### config.mk
export PLATFORM = sky130hd
export DESIGN_NAME = fifo_wr_arbiter
export DESIGN_NICKNAME = d
export VERILOG_FILES = /design/src/rtl/fifo_wr_arb_pkg.sv /design/src/rtl/rr_arb2.sv /design/src/rtl/fifo_wr_arbiter.sv
export SDC_FILE = /design/constraint.sdc
export NUM_CORES = 1
export LEC_CHECK = 0
export BUFFER_PORTS_ARGS = -buffer_cell sky130_fd_sc_hd__buf_4
export CORE_MARGIN = 10
export CORE_UTILIZATION = 40
export CTS_BUF_LIST = sky130_fd_sc_hd__clkbuf_2
export CTS_CLUSTER_DIAMETER = 60
export DETAILED_ROUTE_END_ITERATION = 8
export HOLD_SLACK_MARGIN = 0.03
export PLACE_DENSITY = 0.68
export SYNTH_ARGS = -nofsm -noshare
export SYNTH_HDL_FRONTEND = slang
export SYNTH_SLANG_ARGS = --single-unit
### constraint.sdc
create_clock -name Clock -period 4.9 [get_ports Clock]
set_input_delay 0.98 -clock Clock [delete_from_list [all_inputs] [get_ports Clock]]
set_output_delay 0.98 -clock Clock [all_outputs]
set_load 0.02 [all_outputs]
### src/rtl/fifo_wr_arb_pkg.sv
// Shared types and default sizing for the two-port FIFO write arbiter.
package fifo_wr_arb_pkg;

    localparam int DEF_WIDTH    = 4;
    localparam int DEF_WIDTHU   = 8;
    localparam int DEF_NUMWORDS = 256;
    localparam int DEF_MAXBURST = 16;

    typedef enum logic [1:0] {
        IDLE    = 2'd0,
        BURST_A = 2'd1,
        BURST_B = 2'd2,
        GAP     = 2'd3
    } arb_state_t;

endpackage

### src/rtl/rr_arb2.sv
// Two-way round-robin pick; remembers the last port served (B after reset, so A wins first).
module rr_arb2 (
    input  logic Clock,
    input  logic Aclr_n,
    input  logic en,
    input  logic elig_a,
    input  logic elig_b,
    output logic pick_a,
    output logic pick_b
);

    logic last_b;

    assign pick_a = en & elig_a & (~elig_b | last_b);
    assign pick_b = en & elig_b & (~elig_a | ~last_b);

    always_ff @(posedge Clock or negedge Aclr_n) begin
        if (!Aclr_n)     last_b <= 1'b1;
        else if (pick_a) last_b <= 1'b0;
        else if (pick_b) last_b <= 1'b1;
    end

endmodule

### src/rtl/fifo_wr_arbiter.sv
// Burst-granting write arbiter between two producers and one FIFO write port.
// Define FIFO_WR_ARB_PARITY_EN to add the FifoEDI even-parity output.
module fifo_wr_arbiter
    import fifo_wr_arb_pkg::*;
#(
    parameter int WIDTH    = DEF_WIDTH,
    parameter int WIDTHU   = DEF_WIDTHU,
    parameter int NUMWORDS = DEF_NUMWORDS,
    parameter int MAXBURST = DEF_MAXBURST,
    localparam int LW      = $clog2(MAXBURST + 1)
) (
    input  logic              Clock,
    input  logic              Aclr_n,
    input  logic              ReqA,
    input  logic              ReqB,
    input  logic [LW-1:0]     LenA,
    input  logic [LW-1:0]     LenB,
    input  logic              ValidA,
    input  logic              ValidB,
    input  logic [WIDTH-1:0]  DataA,
    input  logic [WIDTH-1:0]  DataB,
    output logic              GntA,
    output logic              GntB,
    output logic              AckA,
    output logic              AckB,
    output logic              FifoWrReq,
    output logic [WIDTH-1:0]  FifoData,
    input  logic              FifoFull,
    input  logic [WIDTHU-1:0] FifoUsedW,
`ifdef FIFO_WR_ARB_PARITY_EN
    output logic              FifoEDI,
`endif
    output logic              Busy
);

    arb_state_t       state, next;
    logic [LW-1:0]    cnt;
    logic [WIDTH-1:0] data_q;
    logic [WIDTHU:0]  free;
    logic             elig_a, elig_b, pick_a, pick_b;

    // A burst is only admitted if the whole thing fits, so it can never hit FifoFull by itself.
    assign free   = FifoFull ? '0 : (WIDTHU+1)'(NUMWORDS) - {1'b0, FifoUsedW};
    assign elig_a = ReqA && (LenA != '0) && (32'(LenA) <= $unsigned(MAXBURST))
                         && (32'(LenA) <= 32'(free));
    assign elig_b = ReqB && (LenB != '0) && (32'(LenB) <= $unsigned(MAXBURST))
                         && (32'(LenB) <= 32'(free));

    // Gating on Aclr_n keeps Gnt low for the whole reset assertion.
    rr_arb2 u_rr (
        .Clock  (Clock),
        .Aclr_n (Aclr_n),
        .en     ((state == IDLE) & Aclr_n),
        .elig_a (elig_a),
        .elig_b (elig_b),
        .pick_a (pick_a),
        .pick_b (pick_b)
    );

    always_ff @(posedge Clock or negedge Aclr_n) begin
        if (!Aclr_n) state <= IDLE;
        else         state <= next;
    end

    always_comb begin
        next      = state;
        GntA      = 1'b0;
        GntB      = 1'b0;
        AckA      = 1'b0;
        AckB      = 1'b0;
        FifoWrReq = 1'b0;
        FifoData  = data_q;
        case (state)
            IDLE: begin
                GntA = pick_a;
                GntB = pick_b;
                if (pick_a)      next = BURST_A;
                else if (pick_b) next = BURST_B;
            end
            BURST_A: begin
                AckA      = ValidA & ~FifoFull;
                FifoWrReq = AckA;
                FifoData  = DataA;
                if (AckA && cnt == LW'(1)) next = GAP;
            end
            BURST_B: begin
                AckB      = ValidB & ~FifoFull;
                FifoWrReq = AckB;
                FifoData  = DataB;
                if (AckB && cnt == LW'(1)) next = GAP;
            end
            default: next = IDLE;
        endcase
    end

    assign Busy = (state != IDLE);

    always_ff @(posedge Clock or negedge Aclr_n) begin
        if (!Aclr_n)           cnt <= '0;
        else if (pick_a)       cnt <= LenA;
        else if (pick_b)       cnt <= LenB;
        else if (AckA || AckB) cnt <= cnt - LW'(1);
    end

    // Holds the last word presented so FifoData stays put between bursts.
    always_ff @(posedge Clock or negedge Aclr_n) begin
        if (!Aclr_n)                                   data_q <= '0;
        else if (state == BURST_A || state == BURST_B) data_q <= FifoData;
    end

`ifdef FIFO_WR_ARB_PARITY_EN
    assign FifoEDI = ^FifoData;
`endif

endmodule
==> flow_metrics.env, run 1 <==
export IMPL_status="finished clean"
export IMPL_initial_utilization_pct=42.60
export IMPL_finClkSkew_ps=6.948
export IMPL_max_stage_delay_ps=470
export IMPL_track_usage_pct=11.43
export IMPL_layout_drive_gt1_share_pct=29.95
export IMPL_syn_area_um2=1466
export IMPL_antenna_found_initial=0
export IMPL_postCtsHoldBufs=0
export IMPL_ys_top_cells_by_count="17 x ha_1, 15 x nor2_1, 14 x nor3_1, 13 x a21oi_1"
export IMPL_dr_wl_met2_um=1821
export IMPL_cp_slowest_cell="o31ai_2"
export IMPL_cp_required_ps=3920
export IMPL_fill_cells=342
export IMPL_synth_edff_count=0
export IMPL_grt_max_degree=17
export IMPL_rsz0062_at_grt="false"
export IMPL_antennaDiodeCount=0
export IMPL_ioPinCount=43
export IMPL_yosysSeqAreaShare_pct=20.56
export IMPL_fin_crit_ps=4195
export IMPL_top_layer="met3"
export IMPL_hold_class="reg2reg"
export IMPL_ant_nets=0
export IMPL_fp_coreArea_um2=3442
export IMPL_cts_setup_buffers=0
export IMPL_cts_buffer_depth=2
export IMPL_tns_ps=0
export IMPL_die_x_um=80.55
export IMPL_rows=21
export IMPL_overflow=0
export IMPL_ys_warn_count=0
export IMPL_cts_tree="yes"
export IMPL_ctsResizeCount=0
export IMPL_via_per_inst=5.399
export IMPL_critical_path_class="in2out"
export IMPL_ir_worst_vdd_mv=0.4028
export IMPL_num_vias=1420
export IMPL_area_growth_syn_to_layout_pct=25.68
export IMPL_path_buf_inv=3
export IMPL_htreeDepth=1
export IMPL_syn_num_nets=225
export IMPL_setup_viol=0
export IMPL_port_buffers=42
export IMPL_drt_wl_total_um=3840
export IMPL_finalHoldViolCount=0
export IMPL_final_period_utilization_pct=85.62
export IMPL_cts_root_buffer_cell="clkbuf_2"
export IMPL_endpoint_kind="output port"
export IMPL_first_iter_violations=57
export IMPL_m1WireLength_um=1764
export IMPL_cts_sinks=12
export IMPL_insertion_delay_ps=250
export IMPL_cp_top_family="compound AO/OA/AOI/OAI gates"
export IMPL_synth_top_area_cell="dfrtp_1"
export IMPL_synth_most_common_cell="ha_1"
export IMPL_die_h_um=80.55
export IMPL_path_cells="buf_4 > inv_1 > ha_1 > nor3b_1 > xnor2_1 > nand2b_1 > ha_1 > nand2_1 > o21a_1 > o31ai_2 > nor2_1 > buf_4"
export IMPL_grt_pass1_vias=1347
export IMPL_synth_distinct_cells=54
export IMPL_avgSynthCellArea_um2=8.379
export IMPL_slew_headroom_pct=66.53
export IMPL_drv_slew=0
export IMPL_cts_buffers=3
export IMPL_synthArstFlopShare_pct=100.0
export IMPL_wl_per_cell_um=14.60
export IMPL_worst_pin_slew_ps=499.1
export IMPL_final_nets=268
export IMPL_fin_hold_ws_ps=499.2
export IMPL_drt_pass1_iterations=4
export IMPL_gp_congestion=0.8058
export IMPL_yosys_area_top_type_share_pct=18.77
export IMPL_fmax_mhz=238.4
export IMPL_synth_area_top_cells="dfrtp_1 19%, ha_1 15%, nor3_1 4.8%"
export IMPL_hpwl_um=3294
export IMPL_power_leakage_nw=0.8184
export IMPL_synth_flop_cell="dfrtp_1"
export IMPL_startpoint_type="input port"
export IMPL_cp_arrival_ps=3220
export IMPL_wl_met3_um=253
export IMPL_synth_seq_cells=12
export IMPL_post_route_drc_count=0
export IMPL_synth_cells=175
export IMPL_powerDensity_nw_per_um2=422.9
export IMPL_dieArea_um2=6488
export IMPL_crit_path_max_fanout=6
export IMPL_path_clk_slew_ps=100
export IMPL_grt_pass1_wl_um=6182
export IMPL_maxCapViolations=0
-- area by class of cell --
class	instances	area [um^2]	area share, %
clock buffer	4	20.02	1.086
inverter	11	41.29	2.240
multi-input combinational	148	1107	60.08
sequential	12	301.5	16.36
tap	46	57.56	3.123
timing repair buffer	42	315.3	17.11
-- cell families (layout without fill, tap and decap cells) --
group | after synthesis | in the layout | share of synthesized area (%)
AND/OR/NAND/NOR | 72 | 72 | 28.75
XOR/XNOR | 7 | 7 | 4.181
multiplexers | 2 | 2 | 1.365
flip-flops | 12 | 12 | 20.56
buffers and inverters | 15 | 57 | 3.925
adder cells (fa/ha/maj) | 17 | 17 | 14.50
AO/OA/AOI/OAI | 50 | 50 | 26.71
-- tightest hold or removal path, delay by kind of cell, from the launching register on --
| kind | cells | cell delay, ps |
|---|---|---|
| AO/OA/AOI/OAI | 1 | 50 |
| flip-flops | 1 | 400 |
| AND/OR/NAND/NOR | 1 | 50 |
-- placed cells by master, fill, tap and decap left out, types with 2 or more instances in the layout --
cell	n
a21oi_1	13
a221oi_1	4
a22oi_1	6
and3_1	2
and3b_1	3
buf_4	42
clkbuf_2	4
dfrtp_1	11
ha_1	17
inv_1	11
mux2i_1	2
nand2_1	11
nand2b_1	7
nand3_1	3
nor2_1	15
nor3_1	14
nor3b_1	2
nor4_1	2
o211ai_1	2
o21a_1	2
o21ai_0	4
or2_2	2
xnor2_1	7
-- layer usage --
layer	GRT usage, %	up-vias
met5	0	-
met2	18.23	29
met4	1.056	0
li1	-	741
met3	3.675	0
met1	15.02	650
-- power by group --
| part | internal (mW) | total [mW] | switching [mW] |
|---|---|---|---|
| logic | 0.236 | 0.539 | 0.303 |
| registers | 0.156 | 0.189 | 0.0329 |
| clock network | 0.0217 | 0.0517 | 0.0301 |
| total | 0.413 | 0.779 | 0.366 |
-- registers in the layout, indices dropped and copies added (netlist names) --
register,flops
state,2
u_rr.last_b,1
cnt,5
data_q,4
-- path summary, 6_finish.rpt --
path	startpoint	to	slack, ps	cells after the start
setup / recovery	FifoUsedW[0]	GntA	700	12
hold / removal	u_rr.last_b$_DFFE_PN1P_	u_rr.last_b$_DFFE_PN1P_	500	2
setup reg to reg	state[0]$_DFFE_PN0P_	cnt[4]$_DFFE_PN0P_	2990	8
hold reg to reg	u_rr.last_b$_DFFE_PN1P_	u_rr.last_b$_DFFE_PN1P_	500	2
max in group asynchronous	Aclr_n	u_rr.last_b$_DFFE_PN1P_	4100	1
min in group asynchronous	Aclr_n	data_q[0]$_DFFE_PN0N_	550	1
-- stage by stage --
stage                     setup slack, ps  total power [mW]  instance area, um^2  utilization (%)  cells
after global routing                498.6            0.8628                 1843            53.54    263
final                               704.8            0.7793                 1843            53.54    263
after detailed placement            717.5            0.7390                 1823            52.96    259
after floorplan                      1094            0.5646                 1466                -    175
after CTS                           716.0            0.7933                 1843            53.54    263
after global placement              804.7            0.7369                 1823            52.96    259
(Power assumes the default switching activity.)
==> run 2: changes to the inputs <==
--- a/config.mk
+++ b/config.mk
@@ -6,7 +6,7 @@
 export NUM_CORES = 1
 export LEC_CHECK = 0
 export BUFFER_PORTS_ARGS = -buffer_cell sky130_fd_sc_hd__buf_4
-export CORE_MARGIN = 10
+export CORE_MARGIN = 5
 export CORE_UTILIZATION = 40
 export CTS_BUF_LIST = sky130_fd_sc_hd__clkbuf_2
 export CTS_CLUSTER_DIAMETER = 60
==> flow_metrics.env, run 2 (synthesized netlist as in run 1, its figures left out) <==
export IMPL_cts_tree="yes"
export IMPL_finalHoldViolCount=0
export IMPL_rows=22
export IMPL_status="finished clean"
export IMPL_cp_arrival_ps=3210
export IMPL_mostFrequentLayoutCells="42 x buf_4, 17 x ha_1, 15 x nor2_1, 14 x nor3_1, 13 x a21oi_1"
export IMPL_area_growth_syn_to_layout_pct=25.77
export IMPL_p_comb_share_pct=69.1
export IMPL_regMostFlops="cnt"
export IMPL_overflow=0
export IMPL_wl_per_cell_um=13.34
export IMPL_grt_max_degree=17
export IMPL_cts_setup_buffers=0
export IMPL_ant_nets=0
export IMPL_drt_wl_total_um=3534
export IMPL_endpoint_kind="output port"
export IMPL_grt_pass1_wl_um=5892
export IMPL_post_route_drc_count=0
export IMPL_setup_ws_ps=708.5
export IMPL_num_vias=1422
export IMPL_slew_headroom_pct=68.13
export IMPL_first_iter_violations=84
export IMPL_fp_coreArea_um2=3606
export IMPL_path_cells="buf_4 > inv_1 > ha_1 > nor3b_1 > xnor2_1 > nand2b_1 > ha_1 > nand2_1 > o21a_1 > o31ai_2 > nor2_1 > buf_4"
export IMPL_ctsResizeCount=0
export IMPL_power_leakage_nw=0.8158
export IMPL_die_x_um=70.55
export IMPL_via_per_inst=5.366
export IMPL_setup_viol=0
export IMPL_maxCapViolations=0
export IMPL_reg_top3="cnt: 5 flops, data_q: 4 flops, state: 2 flops"
export IMPL_path_buf_inv=3
export IMPL_grt_pass1_vias=1329
export IMPL_postCtsHoldBufs=0
export IMPL_critical_path_class="in2out"
export IMPL_drv_slew=0
export IMPL_antennaDiodeCount=0
export IMPL_path_clk_slew_ps=120
export IMPL_pre_cts_ws_ps=755.6
export IMPL_startpoint_type="input port"
export IMPL_htreeDepth=1
export IMPL_fin_crit_ps=4192
export IMPL_rsz0062_at_grt="false"
export IMPL_hpwl_um=2974
export IMPL_intPower_uw=409.5
export IMPL_finClkSkew_ps=3.741
export IMPL_layout_drive_gt1_share_pct=29.49
export IMPL_cp_top_family="compound AO/OA/AOI/OAI gates"
export IMPL_tns_ps=0
export IMPL_ir_worst_vdd_mv=0.4072
export IMPL_switching_share_pct=47.44
export IMPL_switching_power_uw=369.6
export IMPL_postPlaceCellArea_um2=1826
export IMPL_powerDensity_nw_per_um2=422.5
export IMPL_final_nets=268
export IMPL_max_stage_delay_ps=450
export IMPL_antenna_found_initial=0
export IMPL_cp_slowest_cell="o31ai_2"
export IMPL_cts_buffer_depth=2
export IMPL_die_h_um=70.55
export IMPL_cts_sinks=12
export IMPL_insertion_delay_ps=260
export IMPL_worst_pin_slew_ps=475.1
export IMPL_largest_reg_flops=5
export IMPL_port_buffers=42
export IMPL_crit_path_max_fanout=6
export IMPL_cts_root_buffer_cell="clkbuf_2"
export IMPL_fill_cells=342
export IMPL_cp_required_ps=3920
export IMPL_clkPwrFrac_pct=6.6
export IMPL_final_period_utilization_pct=85.54
export IMPL_cts_buffers=3
export IMPL_track_usage_pct=14.07
export IMPL_stdcell_area_um2=1844
export IMPL_ioPinCount=43
export IMPL_initial_utilization_pct=40.67
export IMPL_final_common_cell="buf_4"
export IMPL_dieArea_um2=4977
export IMPL_drt_pass1_iterations=4
export IMPL_seq_power_share_pct=24.3
export IMPL_hold_class="reg2reg"
export IMPL_finalPower_uw=779.1
export IMPL_gp_congestion=0.8238
export IMPL_fmax_mhz=238.6
[run 2: cell types whose count changed in the layout (fill, tap and decap cells not counted), sizes merged]
cell	delta
clkbuf	-1
clkinv	+1
[run 2: area by class of cell]
class                           instances  area [um^2]  share of cell area [%]
Timing Repair Buffer                   42        315.3                   17.10
Clock buffer                            3        15.01                  0.8141
Multi-Input combinational cell        148         1107                   60.04
Sequential cell                        12        301.5                   16.35
Clock inverter                          1        3.754                  0.2035
Inverter                               11        41.29                   2.239
Tap cell                               48        60.06                   3.256
[run 2: worst min-delay path: stages (launching register included)]
cell and delay (ps):
dfstp_2 400, nand2_1 50, o21ai_1 60
[run 2: final timing paths]
path	start	end	slack (ps)	depth (start not counted)
max in group asynchronous	Aclr_n	u_rr.last_b$_DFFE_PN1P_	4130	1
max	FifoUsedW[0]	GntA	710	12
max reg2reg	state[0]$_DFFE_PN0P_	cnt[4]$_DFFE_PN0P_	2980	8
min in group asynchronous	Aclr_n	cnt[4]$_DFFE_PN0P_	540	1
min reg2reg	u_rr.last_b$_DFFE_PN1P_	u_rr.last_b$_DFFE_PN1P_	500	2
min	u_rr.last_b$_DFFE_PN1P_	u_rr.last_b$_DFFE_PN1P_	500	2
[run 2: power groups by stage]
stage	clock network (mW)	registers (mW)	logic, mW
detailed placement	0	0.191	0.545
floorplan	0	0.183	0.382
CTS	0.0522	0.189	0.546
finish	0.0514	0.189	0.539
global placement	0	0.191	0.540
global route	0.0581	0.198	0.608
[run 2: through the flow]
| step | util, % | hold slack (ps) | instances |
|---|---|---|---|
| final | 51.14 | 500.5 | 265 |
| after global routing | 51.14 | 508.3 | 265 |
| after CTS | 51.14 | 498.5 | 265 |
| after detailed placement | 50.62 | 480.6 | 261 |
| after global placement | 50.62 | 486.9 | 261 |
| after floorplan | - | 458.8 | 175 |
[run 2: metal layers]
metal  global-route usage [%]  wire, um  up-vias
met2                    22.87      1658       31
met1                    19.46      1666      647
met5                        0         0        -
li1                         -         -      742
met4                   0.6263         6        0
met3                    4.403       203        2
